==> config.mk <==
export PLATFORM = sky130hd
export DESIGN_NAME = path_addr_gen_flat
export DESIGN_NICKNAME = d
export VERILOG_FILES = /design/src/rtl/path_addr_gen_if.sv /design/src/rtl/path_addr_gen.sv /design/src/flat_wrapper.sv
export SDC_FILE = /design/constraint.sdc
export NUM_CORES = 1
export LEC_CHECK = 0
export ABC_AREA = 1
export BUFFER_PORTS_ARGS = -buffer_cell sky130_fd_sc_hd__buf_2
export CORE_MARGIN = 2
export CORE_UTILIZATION = 40
export CTS_BUF_LIST = sky130_fd_sc_hd__clkbuf_16
export DETAILED_ROUTE_END_ITERATION = 6
export PLACE_DENSITY_LB_ADDON = 0.05
export SETUP_SLACK_MARGIN = 0.02
export SLEW_MARGIN = 40
export SYNTH_ARGS = -nofsm -noshare
export SYNTH_HDL_FRONTEND = slang
export SYNTH_SLANG_ARGS = --single-unit
==> constraint.sdc <==
create_clock -name Clock -period 20.7 [get_ports Clock]
set_input_delay 1.035 -clock Clock [delete_from_list [all_inputs] [get_ports Clock]]
set_output_delay 1.035 -clock Clock [all_outputs]
set_load 0.01 [all_outputs]
==> src/rtl/path_addr_gen_if.sv <==
// rtl/path_addr_gen_if.sv - request and DRAM command bus bundle for path_addr_gen
//
// Purpose: carries the AddrGen request from the backend controller and the
//   per-burst DRAM command/address stream produced for it.
// Signals:
//   Leaf[ORAML-1:0], Read, Header, InValid -> request (master drives)
//   InReady                                 <- request accepted (slave drives)
//   CmdOut, AddrOut[DDRAWidth-1:0], OutValid, PathDone <- burst stream (slave drives)
//   OutReady                                -> downstream accepts (master drives)
// Modports: master = controller/consumer side, slave = address generator side.

interface path_addr_gen_if #(
  parameter int ORAML     = 10,
  parameter int DDRAWidth = 28
);
  logic [ORAML-1:0]     Leaf;
  logic                 Read;
  logic                 Header;
  logic                 InValid;
  logic                 InReady;
  logic                 CmdOut;
  logic [DDRAWidth-1:0] AddrOut;
  logic                 OutValid;
  logic                 OutReady;
  logic                 PathDone;

  modport master (
    output Leaf, Read, Header, InValid, OutReady,
    input  InReady, CmdOut, AddrOut, OutValid, PathDone
  );

  modport slave (
    input  Leaf, Read, Header, InValid, OutReady,
    output InReady, CmdOut, AddrOut, OutValid, PathDone
  );
endinterface

==> src/rtl/path_addr_gen.sv <==
// rtl/path_addr_gen.sv - ORAM path burst address generator
//
// Purpose: expands one AddrGen request (leaf, read/writeback, header-only)
//   into one DRAM command/address per burst along the tree path to that leaf.
//   Reads walk root to leaf, writebacks walk leaf to root.
// Ports:
//   Clock       clock
//   Reset       synchronous, active-high reset
//   bus         path_addr_gen_if.slave (request in, burst stream out)
//   PathCount   [31:0] completed paths     (only with PATH_ADDR_GEN_STATS_EN)
//   BurstCount  [31:0] accepted bursts     (only with PATH_ADDR_GEN_STATS_EN)
// Optional feature macro: PATH_ADDR_GEN_STATS_EN adds the two statistics counters.

module path_addr_gen #(
  parameter int ORAML             = 10,
  parameter int BktSize_DRBursts  = 3,
  parameter int BktHSize_DRBursts = 1,
  parameter int DDRAWidth         = 28,
  parameter int DDRBstStride      = 8,
  parameter logic [DDRAWidth-1:0] BaseAddr = '0
) (
  input  logic        Clock,
  input  logic        Reset,
  path_addr_gen_if.slave bus
`ifdef PATH_ADDR_GEN_STATS_EN
  ,
  output logic [31:0] PathCount,
  output logic [31:0] BurstCount
`endif
);

  localparam int LW = $clog2(ORAML + 1);
  localparam int BW = $clog2(BktSize_DRBursts + 1);
  // Wide enough for index*bucket*stride plus the base before truncation.
  localparam int CW = ORAML + 2 + $clog2(BktSize_DRBursts + 1)
                    + $clog2(DDRBstStride + 1) + DDRAWidth;

  typedef enum logic {ST_Idle, ST_Issue} state_t;

  state_t               state, stateNext;
  logic [ORAML-1:0]     leafQ;
  logic                 readQ, headerQ, cmdQ;
  logic [LW-1:0]        level, levelNext, levelLast;
  logic [BW-1:0]        burst, burstNext, burstLast;
  logic [DDRAWidth-1:0] addrQ;
  logic                 inReady, outValid, pathDone, accept, xfer;

  assign burstLast = headerQ ? BW'(BktHSize_DRBursts - 1) : BW'(BktSize_DRBursts - 1);
  assign levelLast = readQ ? LW'(ORAML) : '0;

  // Heap-ordered bucket index at level lv, then the burst address inside the
  // full-size bucket slot (header mode still strides by a whole bucket).
  function automatic logic [DDRAWidth-1:0] calcAddr(
    input logic [ORAML-1:0] lf,
    input logic [LW-1:0]    lv,
    input logic [BW-1:0]    bs
  );
    logic [CW-1:0] idx;
    idx = ((CW'(1) << lv) - CW'(1)) + (CW'(lf) >> (CW'(ORAML) - CW'(lv)));
    return DDRAWidth'(CW'(BaseAddr)
                      + (idx * CW'(BktSize_DRBursts) + CW'(bs)) * CW'(DDRBstStride));
  endfunction

  always_ff @(posedge Clock) begin
    if (Reset) state <= ST_Idle;
    else       state <= stateNext;
  end

  always_comb begin
    stateNext = state;
    inReady   = 1'b0;
    outValid  = 1'b0;
    pathDone  = 1'b0;
    accept    = 1'b0;
    xfer      = 1'b0;
    levelNext = level;
    burstNext = burst;
    case (state)
      ST_Idle: begin
        inReady = 1'b1;
        if (bus.InValid) begin
          accept    = 1'b1;
          stateNext = ST_Issue;
          levelNext = bus.Read ? '0 : LW'(ORAML);
          burstNext = '0;
        end
      end
      ST_Issue: begin
        outValid = 1'b1;
        if (bus.OutReady) begin
          xfer = 1'b1;
          if (burst == burstLast) begin
            burstNext = '0;
            if (level == levelLast) begin
              pathDone  = 1'b1;
              stateNext = ST_Idle;
            end else begin
              levelNext = readQ ? level + LW'(1) : level - LW'(1);
            end
          end else begin
            burstNext = burst + BW'(1);
          end
        end
      end
      default: stateNext = ST_Idle;
    endcase
  end

  // The address register is loaded one step ahead so AddrOut is already
  // valid in the first ST_Issue cycle and holds during stalls.
  always_ff @(posedge Clock) begin
    if (Reset) begin
      leafQ   <= '0;
      readQ   <= 1'b0;
      headerQ <= 1'b0;
      cmdQ    <= 1'b0;
      level   <= '0;
      burst   <= '0;
      addrQ   <= '0;
    end else begin
      level <= levelNext;
      burst <= burstNext;
      if (accept) begin
        leafQ   <= bus.Leaf;
        readQ   <= bus.Read;
        headerQ <= bus.Header;
        cmdQ    <= bus.Read;
        addrQ   <= calcAddr(bus.Leaf, levelNext, '0);
      end else if (xfer && !pathDone) begin
        addrQ <= calcAddr(leafQ, levelNext, burstNext);
      end
    end
  end

  assign bus.InReady  = inReady;
  assign bus.OutValid = outValid;
  assign bus.PathDone = pathDone;
  assign bus.AddrOut  = addrQ;
  assign bus.CmdOut   = cmdQ;

`ifdef PATH_ADDR_GEN_STATS_EN
  always_ff @(posedge Clock) begin
    if (Reset) begin
      PathCount  <= '0;
      BurstCount <= '0;
    end else begin
      if (pathDone) PathCount  <= PathCount + 32'd1;
      if (xfer)     BurstCount <= BurstCount + 32'd1;
    end
  end
`endif

endmodule

==> src/flat_wrapper.sv <==
// flat-port wrapper written by rule: the top's interface ports become plain ports
module path_addr_gen_flat 
#(
  parameter int ORAML             = 10,
  parameter int BktSize_DRBursts  = 3,
  parameter int BktHSize_DRBursts = 1,
  parameter int DDRAWidth         = 28,
  parameter int DDRBstStride      = 8,
  parameter logic [DDRAWidth-1:0] BaseAddr = '0
)
  (Clock, Reset, bus_Leaf, bus_Read, bus_Header, bus_InValid, bus_OutReady, bus_InReady, bus_CmdOut, bus_AddrOut, bus_OutValid, bus_PathDone);
  path_addr_gen_if #(.ORAML(ORAML), .DDRAWidth(DDRAWidth)) bus_i ();
  input  logic Clock;
  input  logic Reset;
  input wire logic [$bits(bus_i.Leaf)-1:0] bus_Leaf;
  input wire logic [$bits(bus_i.Read)-1:0] bus_Read;
  input wire logic [$bits(bus_i.Header)-1:0] bus_Header;
  input wire logic [$bits(bus_i.InValid)-1:0] bus_InValid;
  input wire logic [$bits(bus_i.OutReady)-1:0] bus_OutReady;
  output wire logic [$bits(bus_i.InReady)-1:0] bus_InReady;
  output wire logic [$bits(bus_i.CmdOut)-1:0] bus_CmdOut;
  output wire logic [$bits(bus_i.AddrOut)-1:0] bus_AddrOut;
  output wire logic [$bits(bus_i.OutValid)-1:0] bus_OutValid;
  output wire logic [$bits(bus_i.PathDone)-1:0] bus_PathDone;
  assign bus_i.Leaf = bus_Leaf;
  assign bus_i.Read = bus_Read;
  assign bus_i.Header = bus_Header;
  assign bus_i.InValid = bus_InValid;
  assign bus_i.OutReady = bus_OutReady;
  assign bus_InReady = bus_i.InReady;
  assign bus_CmdOut = bus_i.CmdOut;
  assign bus_AddrOut = bus_i.AddrOut;
  assign bus_OutValid = bus_i.OutValid;
  assign bus_PathDone = bus_i.PathDone;
  path_addr_gen #(.ORAML(ORAML), .BktSize_DRBursts(BktSize_DRBursts), .BktHSize_DRBursts(BktHSize_DRBursts), .DDRAWidth(DDRAWidth), .DDRBstStride(DDRBstStride), .BaseAddr(BaseAddr)) u_core (.Clock(Clock), .Reset(Reset), .bus(bus_i));
endmodule
==> metrics.txt, run 1 <==
# TYPE chip_impl_metric gauge
chip_impl_metric{name="cts.repair_timing.setup_buffer_count",unit=""} 0
chip_impl_metric{name="max_slew_vio_count",unit=""} 0
chip_impl_metric{name="synth_largest_type_area_fraction",unit=""} 0.164
chip_impl_metric{name="sequentialPowerShare",unit=""} 0.113
chip_impl_metric{name="timing.final.crit_period",unit="ps"} 8130
chip_impl_info{name="cpMaxStageDelayCell",value="o21ai_2"} 1
chip_impl_metric{name="synth-seq-area-share",unit=""} 0.118
chip_impl_metric{name="finalWirelength",unit="mm"} 22.7
chip_impl_metric{name="internal_pwr_total",unit="W"} 0.000417
chip_impl_metric{name="cts.sink_count",unit=""} 44
chip_impl_info{name="unrepaired_setup_endpoints_after_global_routing",value="no"} 1
chip_impl_metric{name="report.final.hold_viol_count",unit=""} 0
chip_impl_metric{name="setup_tns",unit="ps"} 0
chip_impl_metric{name="stdcell_count",unit=""} 1458
chip_impl_metric{name="multiInputGateArea",unit="um^2"} 5790
chip_impl_metric{name="clkTransAtPathRegs",unit="ps"} 70
chip_impl_metric{name="finalWeightedCongestion",unit=""} 0.919
chip_impl_info{name="status",value="finished clean"} 1
chip_impl_info{name="end_kind",value="flip-flop"} 1
chip_impl_metric{name="power_leakage",unit="nW"} 4.15
chip_impl_metric{name="num_antenna_cells",unit=""} 0
chip_impl_metric{name="utilization",unit=""} 0.440
chip_impl_metric{name="drv_cap",unit=""} 0
chip_impl_metric{name="drtAntennaViolNets",unit=""} 0
chip_impl_metric{name="globalRouteTotalUtil",unit=""} 0.233
chip_impl_info{name="synth_area_leaders",value="ha_1, nand2_1, dfxtp_1"} 1
chip_impl_metric{name="place.detailed.instances",unit=""} 1450
chip_impl_metric{name="vias_in_the_first_global_route",unit=""} 7261
chip_impl_metric{name="postSynthAreaPerCell",unit="um^2"} 6.21
chip_impl_info{name="endpoint",value="u_core.bus.AddrOut[22]"} 1
chip_impl_info{name="r2r_start",value="u_core.readQ"} 1
chip_impl_metric{name="regToRegSetupSlack",unit="ps"} 12620
chip_impl_metric{name="worstRegToRegCells",unit=""} 51
chip_impl_metric{name="p_switching",unit="W"} 0.000543
chip_impl_metric{name="sequential_cell_area",unit="um^2"} 881
chip_impl_metric{name="post_synth_num_cell_types",unit=""} 53
chip_impl_metric{name="core",unit="um^2"} 18100
chip_impl_metric{name="area_growth_syn_to_layout",unit="%"} 7.08
chip_impl_metric{name="hpwl",unit="mm"} 18.7
chip_impl_info{name="post-synth-top-area-cell",value="ha_1"} 1
chip_impl_info{name="timing.setup.critical_path_class",value="in -> reg"} 1
chip_impl_metric{name="cts_inserted_buffers",unit=""} 5
chip_impl_metric{name="die_width",unit="um"} 141
chip_impl_metric{name="share_of_synthesized_registers_carrying_an_async_set_or_reset",unit=""} 0
chip_impl_info{name="root_buffer",value="clkbuf_16"} 1
chip_impl_metric{name="place_ws",unit="ps"} 12010
chip_impl_metric{name="cells_after_synthesis",unit=""} 1202
chip_impl_metric{name="die-area",unit="um^2"} 19800
chip_impl_info{name="r2r_end",value="u_core.bus.AddrOut[22]"} 1
chip_impl_metric{name="initial_utilization",unit=""} 0.411
chip_impl_metric{name="cts.hold.buffers_added",unit=""} 0
chip_impl_metric{name="timing.critical_path.required",unit="ps"} 20910
chip_impl_metric{name="final_min_period_over_clock_period",unit=""} 0.393
chip_impl_metric{name="fp-row-count",unit=""} 49
chip_impl_metric{name="fin_worst_skew",unit="ps"} 8.24
chip_impl_metric{name="grt_overflow",unit=""} 0
chip_impl_metric{name="drtPass1Iterations",unit=""} 5
chip_impl_metric{name="port_buf_inserts",unit=""} 44
chip_impl_metric{name="worstPathMaxFanout",unit=""} 43
chip_impl_metric{name="power.density",unit="nW/um^2"} 120
chip_impl_metric{name="number_of_drc_violations_after_detailed_routing",unit=""} 0
chip_impl_info{name="synth_ff_type",value="dfxtp_1"} 1
chip_impl_info{name="cp-startpoint",value="bus_InValid"} 1
chip_impl_info{name="cts_tree",value="done"} 1
chip_impl_metric{name="antenna_found_initial",unit=""} 0
chip_impl_info{name="yosys-top-cells-count",value="nand2_1, inv_1, nor2_1"} 1
chip_impl_metric{name="holdPathStages",unit=""} 2
chip_impl_metric{name="pin_count_of_the_biggest_net_entering_global_routing",unit=""} 44
chip_impl_info{name="hold_path_class",value="reg -> reg"} 1
chip_impl_metric{name="vias_after_detailed_routing",unit=""} 7665
chip_impl_metric{name="clock_tree.buffer_depth",unit=""} 2
chip_impl_metric{name="nFillCells",unit=""} 2021
chip_impl_metric{name="vdd_ir_drop_max",unit="mV"} 0.0551
chip_impl_metric{name="htree_levels",unit=""} 2
chip_impl_metric{name="power_frac_clock",unit=""} 0.102
chip_impl_metric{name="ys_warn_count",unit=""} 0
chip_impl_metric{name="power_share_of_the_combinational_group",unit=""} 0.785
chip_impl_metric{name="worst_pin_slew",unit="ps"} 732
chip_impl_metric{name="layout-drive-gt1-share",unit=""} 0.0993
chip_impl_metric{name="power_switching_share",unit=""} 0.566
chip_impl_info{name="cell_mode_on_critical_path",value="nand2_1"} 1
chip_impl_metric{name="report.final.setup_viol",unit=""} 0
chip_impl_metric{name="synth_edf_count",unit=""} 0
chip_impl_metric{name="ys_ff_latch",unit=""} 44
chip_impl_metric{name="floorplan.die.height",unit="um"} 141
chip_impl_metric{name="clock_latency",unit="ps"} 310
chip_impl_metric{name="cp_slowest_stage_delay",unit="ps"} 560
chip_impl_metric{name="nets",unit=""} 1348
chip_impl_metric{name="drt_first_iter_violations",unit=""} 458
chip_impl_metric{name="floorplan.io_pins",unit=""} 48
chip_impl_metric{name="final_critical_path_setup_slack",unit="ps"} 12570
chip_impl_metric{name="drt-vias-per-instance",unit=""} 5.26
chip_impl_metric{name="cts.repair.resized",unit=""} 0
chip_impl_metric{name="mappedNetlistArea",unit="um^2"} 7460
chip_impl_metric{name="worstPathArrival",unit="ps"} 8340
chip_impl_metric{name="max_freq",unit="MHz"} 123
chip_impl_metric{name="slew-limit-headroom",unit=""} 0.512
chip_impl_info{name="cell_with_the_most_instances_after_synthesis",value="nand2_1"} 1
chip_impl_metric{name="wl_per_cell",unit="um"} 15.5
chip_impl_info{name="timing.critical_path.from_type",value="input port"} 1
chip_impl_metric{name="wire_length_of_the_first_global_routing_pass",unit="mm"} 37.1
## critical path: cells and delay by family
kind	cells	cell delay, ps
adder cells (fa/ha/maj)	4	1090
AND/OR/NAND/NOR	23	3160
buffers and inverters	6	940
AO/OA/AOI/OAI	10	1850
XOR/XNOR	1	250
## power by group through the flow
| stage | clock network (W) | logic [W] | registers, W |
|---|---|---|---|
| after detailed placement | 0 | 0.000747 | 0.000110 |
| final | 0.0000980 | 0.000754 | 0.000109 |
| after floorplan | 0 | 0.000552 | 0.000115 |
| after global routing | 0.000103 | 0.000856 | 0.000110 |
| after global placement | 0 | 0.000753 | 0.000110 |
| after CTS | 0.000100 | 0.000752 | 0.000109 |
## kinds of logic after synthesis
| family | after synthesis | synth area share |
|---|---|---|
| simple gates | 539 | 0.328 |
| compound gates | 274 | 0.213 |
| buf+inv | 194 | 0.106 |
| fa+ha+maj | 104 | 0.180 |
| xor+xnor | 45 | 0.0528 |
| flops | 44 | 0.118 |
| other cells | 1 | 0.000503 |
| mux | 1 | 0.00134 |
## layer usage
| layer | GRT usage | up-vias | share of wire |
|---|---|---|---|
| met5 | 0 | - | 0 |
| met4 | 0.0474 | 0 | 0.015 |
| met3 | 0.0277 | 17 | 0.034 |
| met2 | 0.436 | 150 | 0.50 |
| met1 | 0.287 | 3430 | 0.45 |
| li1 | - | 4068 | - |
## metrics by stage
stage | power (W) | hold slack [ps] | area, um^2
after CTS | 0.000961 | 463 | 7990
final | 0.000960 | 465 | 7990
after floorplan | 0.000667 | 430 | 7470
after global routing | 0.00107 | 480 | 7990
after detailed placement | 0.000857 | 452 | 7820
after global placement | 0.000863 | 447 | 7820
## state kept, by name, indices dropped and copies added (netlist names)
name / cells
u_core.burst: 2
u_core.leafQ: 10
u_core.level: 4
u_core.bus.AddrOut: 25
u_core.state: 1
u_core.readQ: 1
u_core.headerQ: 1
## how the worst min path moves through the flow
stage / from / to / slack [ps]
5_1_grt: u_core.leafQ[1] / u_core.leafQ[1] / 480
6_report: u_core.leafQ[1] / u_core.leafQ[1] / 460
3_5_place_dp: u_core.leafQ[1] / u_core.leafQ[1] / 450
3_3_place_gp: u_core.leafQ[1] / u_core.leafQ[1] / 450
2_1_floorplan: u_core.leafQ[1] / u_core.leafQ[1] / 430
4_1_cts: u_core.leafQ[1] / u_core.leafQ[1] / 460
## layout by cell type (no fill, tap or decap), types with 6 or more instances in the layout
cell,netlist,final
a211oi_1,8,8
a21boi_0,6,6
a21oi_1,95,95
a31oi_1,10,10
buf_2,2,44
dfxtp_1,44,44
fa_1,6,6
ha_1,98,98
inv_1,152,152
inv_2,10,11
nand2_1,252,252
nand2_2,11,11
nand3_1,85,85
nor2_1,120,120
nor2_2,9,9
nor2_4,8,8
nor3_1,18,18
o211ai_1,10,10
o21ai_0,105,105
o21bai_1,12,12
or2_2,6,6
xnor2_1,18,18
xor2_1,27,27
## cell type report
class | count | share of cell area
sequential | 44 | 0.110
inverter | 163 | 0.0766
clock inverter | 3 | 0.00486
timing repair buffer | 48 | 0.0313
tap | 229 | 0.0359
multi-input combinational | 966 | 0.725
clock buffer | 5 | 0.0157
Power figures use the tool's default switching activity.
==> run 2, diff against run 1 <==
--- a/config.mk
+++ b/config.mk
@@ -5,7 +5,7 @@
 export SDC_FILE = /design/constraint.sdc
 export NUM_CORES = 1
 export LEC_CHECK = 0
-export ABC_AREA = 1
+export ABC_AREA = 0
 export BUFFER_PORTS_ARGS = -buffer_cell sky130_fd_sc_hd__buf_2
 export CORE_MARGIN = 2
 export CORE_UTILIZATION = 40
==> constraint.sdc (replaced) <==
create_clock -name Clock -period 6.9 [get_ports Clock]
set_input_delay 0.345 -clock Clock [delete_from_list [all_inputs] [get_ports Clock]]
set_output_delay 0.345 -clock Clock [all_outputs]
set_load 0.01 [all_outputs]
==> metrics.txt, run 2 <==
# TYPE chip_impl_metric gauge
chip_impl_metric{name="globalRouteTotalUtil",unit=""} 0.262
chip_impl_metric{name="cells_after_synthesis",unit=""} 926
chip_impl_metric{name="post_synth_mux_area_share",unit=""} 0.0493
chip_impl_info{name="timing.critical_path.from_type",value="flip-flop"} 1
chip_impl_metric{name="floorplan.die.height",unit="um"} 135
chip_impl_metric{name="timing.critical_path.required",unit="ps"} 7150
chip_impl_metric{name="synth-seq-area-share",unit=""} 0.129
chip_impl_metric{name="post_synth_num_cell_types",unit=""} 78
chip_impl_metric{name="pin_count_of_the_biggest_net_entering_global_routing",unit=""} 50
chip_impl_info{name="dominant_combinational_cell_family_by_area_after_synthesis",value="compound AO/OA/AOI/OAI gates"} 1
chip_impl_metric{name="synth_edf_count",unit=""} 0
chip_impl_info{name="end_kind",value="flip-flop"} 1
chip_impl_metric{name="timing.final.crit_period",unit="ps"} 6900
chip_impl_metric{name="dr_wl_met2",unit="mm"} 12.0
chip_impl_metric{name="drt-vias-per-instance",unit=""} 5.54
chip_impl_info{name="highest-signal-layer",value="met4"} 1
chip_impl_info{name="cp-startpoint",value="u_core.readQ"} 1
chip_impl_metric{name="vdd_ir_drop_max",unit="mV"} 0.134
chip_impl_metric{name="wl_met3",unit="um"} 647
chip_impl_metric{name="power_switching_share",unit=""} 0.451
chip_impl_metric{name="power_share_of_the_combinational_group",unit=""} 0.750
chip_impl_info{name="synth_ff_type",value="dfxtp_1"} 1
chip_impl_metric{name="slew-limit-headroom",unit=""} 0.593
chip_impl_metric{name="vias_after_detailed_routing",unit=""} 7702
chip_impl_metric{name="wire_length_of_the_first_global_routing_pass",unit="mm"} 37.9
chip_impl_metric{name="final_critical_path_setup_slack",unit="ps"} -2.94
chip_impl_metric{name="finalWirelength",unit="mm"} 23.9
chip_impl_metric{name="p_switching",unit="W"} 0.00110
chip_impl_metric{name="vias_in_the_first_global_route",unit=""} 7456
chip_impl_info{name="hold_path_class",value="in -> reg"} 1
chip_impl_info{name="r2r_start",value="u_core.readQ"} 1
chip_impl_metric{name="layout-drive-gt1-share",unit=""} 0.338
chip_impl_metric{name="wl_per_cell",unit="um"} 17.2
chip_impl_metric{name="postSynthAreaPerCell",unit="um^2"} 7.37
chip_impl_metric{name="die-area",unit="um^2"} 18100
chip_impl_metric{name="fin_worst_skew",unit="ps"} 7.10
chip_impl_metric{name="grt_overflow",unit=""} 0
chip_impl_metric{name="ys_ff_latch",unit=""} 44
chip_impl_metric{name="finalWeightedCongestion",unit=""} 0.946
chip_impl_metric{name="final_cell_area",unit="um^2"} 9760
chip_impl_metric{name="sequentialPowerShare",unit=""} 0.129
chip_impl_metric{name="antenna_found_initial",unit=""} 0
chip_impl_info{name="post-synth-top-area-cell",value="ha_1"} 1
chip_impl_metric{name="fp-row-count",unit=""} 47
chip_impl_metric{name="cts_inserted_buffers",unit=""} 5
chip_impl_info{name="min_from",value="bus_Header"} 1
chip_impl_metric{name="cts.sink_count",unit=""} 44
chip_impl_metric{name="area_growth_syn_to_layout",unit="%"} 43.0
chip_impl_metric{name="power.density",unit="nW/um^2"} 250
chip_impl_info{name="layout_commonest_cell",value="buf_4"} 1
chip_impl_metric{name="stdcell_count",unit=""} 1390
chip_impl_info{name="root_buffer",value="clkbuf_16"} 1
chip_impl_metric{name="die_width",unit="um"} 135
chip_impl_metric{name="flip_flop_count_of_the_largest_register_after_layout",unit=""} 25
chip_impl_metric{name="hpwl",unit="mm"} 18.9
chip_impl_info{name="cts_tree",value="done"} 1
chip_impl_metric{name="drtPass1Iterations",unit=""} 5
chip_impl_info{name="final_cell_mix",value="buf_4, nand2_1, ha_1"} 1
chip_impl_info{name="unrepaired_setup_endpoints_after_global_routing",value="yes"} 1
chip_impl_metric{name="max_slew_vio_count",unit=""} 0
chip_impl_info{name="violations_in_the_final_reports",value="negative setup slack"} 1
chip_impl_metric{name="number_of_drc_violations_after_detailed_routing",unit=""} 0
chip_impl_metric{name="place_ws",unit="ps"} -233
chip_impl_metric{name="utilization",unit=""} 0.586
chip_impl_metric{name="worstPathArrival",unit="ps"} 7150
chip_impl_info{name="cell_mode_on_critical_path",value="ha_4"} 1
chip_impl_metric{name="drt-met1-wl",unit="mm"} 10.6
chip_impl_metric{name="htree_levels",unit=""} 2
chip_impl_metric{name="worst_pin_slew",unit="ps"} 611
chip_impl_metric{name="cp_slowest_stage_delay",unit="ps"} 430
chip_impl_metric{name="report.final.setup_viol",unit=""} 1
chip_impl_metric{name="mappedNetlistArea",unit="um^2"} 6830
chip_impl_metric{name="synth_largest_type_area_fraction",unit=""} 0.180
chip_impl_metric{name="internal_pwr_total",unit="W"} 0.00134
chip_impl_metric{name="clock_tree.buffer_depth",unit=""} 2
chip_impl_info{name="cell_with_the_most_instances_after_synthesis",value="nand2_1"} 1
chip_impl_metric{name="cts.hold.buffers_added",unit=""} 0
chip_impl_metric{name="drv_cap",unit=""} 0
chip_impl_metric{name="adder_and_majority_gate_portion_of_the_synthesized_area",unit=""} 0.197
chip_impl_info{name="cpMaxStageDelayCell",value="o41a_1"} 1
chip_impl_metric{name="port_buf_inserts",unit=""} 44
chip_impl_metric{name="nets",unit=""} 1289
chip_impl_metric{name="floorplan.io_pins",unit=""} 48
chip_impl_metric{name="placed_inst_area",unit="um^2"} 9010
chip_impl_info{name="synth_area_leaders",value="ha_1, dfxtp_1, nand2_1"} 1
chip_impl_metric{name="whs",unit="ps"} 270
chip_impl_metric{name="final_min_period_over_clock_period",unit=""} 1.00
chip_impl_metric{name="yosys.area_share.simple",unit=""} 0.225
chip_impl_metric{name="initial_utilization",unit=""} 0.410
chip_impl_metric{name="post_synth_xor_area_fraction",unit=""} 0.0717
chip_impl_info{name="status",value="finished, violations left"} 1
chip_impl_metric{name="drtAntennaViolNets",unit=""} 0
chip_impl_info{name="timing.setup.critical_path_class",value="reg -> reg"} 1
chip_impl_metric{name="drt_first_iter_violations",unit=""} 425
chip_impl_metric{name="power_frac_clock",unit=""} 0.121
chip_impl_metric{name="num_antenna_cells",unit=""} 0
chip_impl_metric{name="place.detailed.instances",unit=""} 1360
chip_impl_metric{name="ys_warn_count",unit=""} 0
chip_impl_metric{name="core",unit="um^2"} 16600
chip_impl_metric{name="report.final.hold_viol_count",unit=""} 0
chip_impl_metric{name="synth_compound_area_frac",unit=""} 0.279
chip_impl_metric{name="share_of_synthesized_registers_carrying_an_async_set_or_reset",unit=""} 0
chip_impl_metric{name="worstPathMaxFanout",unit=""} 5
chip_impl_metric{name="power_leakage",unit="nW"} 4.56
chip_impl_metric{name="max_freq",unit="MHz"} 145
chip_impl_info{name="yosys-top-cells-count",value="nand2_1, ha_1, nor2_1"} 1
chip_impl_metric{name="clkTransAtPathRegs",unit="ps"} 70
chip_impl_metric{name="clock_latency",unit="ps"} 310
## run 2: path summary, 6_finish.rpt
check,endpoint,slack (ps),cells after the start
min,u_core.headerQ,270,3
max,u_core.bus.AddrOut[22],-3,37
min reg2reg,u_core.leafQ[0],470,2
max reg2reg,u_core.bus.AddrOut[22],-3,37
## run 2: power groups by stage
stage	Clock (W)	Sequential (W)	Combinational [W]
6_report	0.000295	0.000316	0.00183
2_1_floorplan	0	0.000339	0.00111
3_3_place_gp	0	0.000322	0.00173
4_1_cts	0.000303	0.000316	0.00176
5_1_grt	0.000310	0.000321	0.00204
3_5_place_dp	0	0.000321	0.00172
## run 2: layout make-up
class	instances	area, um^2
Clock buffer	5	125
Clock inverter	3	42.5
Fill cell	1615	6880
Inverter	39	151
Multi-Input combinational cell	802	6280
Sequential cell	44	886
Tap cell	220	275
Timing Repair Buffer	277	2000
## run 2: kinds of logic (layout without fill, tap and decap cells)
group,count (synthesis),in the layout
buffers and inverters,82,324
adder cells (fa/ha/maj),104,104
multiplexers,31,31
other,1,3
AO/OA/AOI/OAI,282,282
AND/OR/NAND/NOR,327,327
flip-flops,44,44
XOR/XNOR,55,55
## run 2: critical path, delay by kind of cell (launching register included)
family	cells	cell delay (ps)
compound gates	15	3040
fa+ha+maj	7	1510
simple gates	8	970
buf+inv	6	710
flops	1	360
xor+xnor	1	270
## run 2: routing by layer
metal  track usage  vias to the layer above
li1              -                     3902
met1         0.328                     3630
met2         0.475                      130
met3        0.0297                       40
met4        0.0708                        0
met5             0                        -
## run 2: timing repair
action / in CTS / in global routing
endpoints found under the setup margin: 7 / 13
setup buffers: 12 / 12
pin swaps: 22 / 38
gates resized for setup: 24 / 60
## run 2: through the flow
| stage | setup TNS [ps] | total power [W] |
|---|---|---|
| 3_3_place_gp | -998 | 0.00205 |
| 4_1_cts | -181 | 0.00238 |
| 5_1_grt | -1760 | 0.00267 |
| 6_report | -2.94 | 0.00244 |
| 2_1_floorplan | -56.4 | 0.00145 |
| 3_5_place_dp | -901 | 0.00205 |
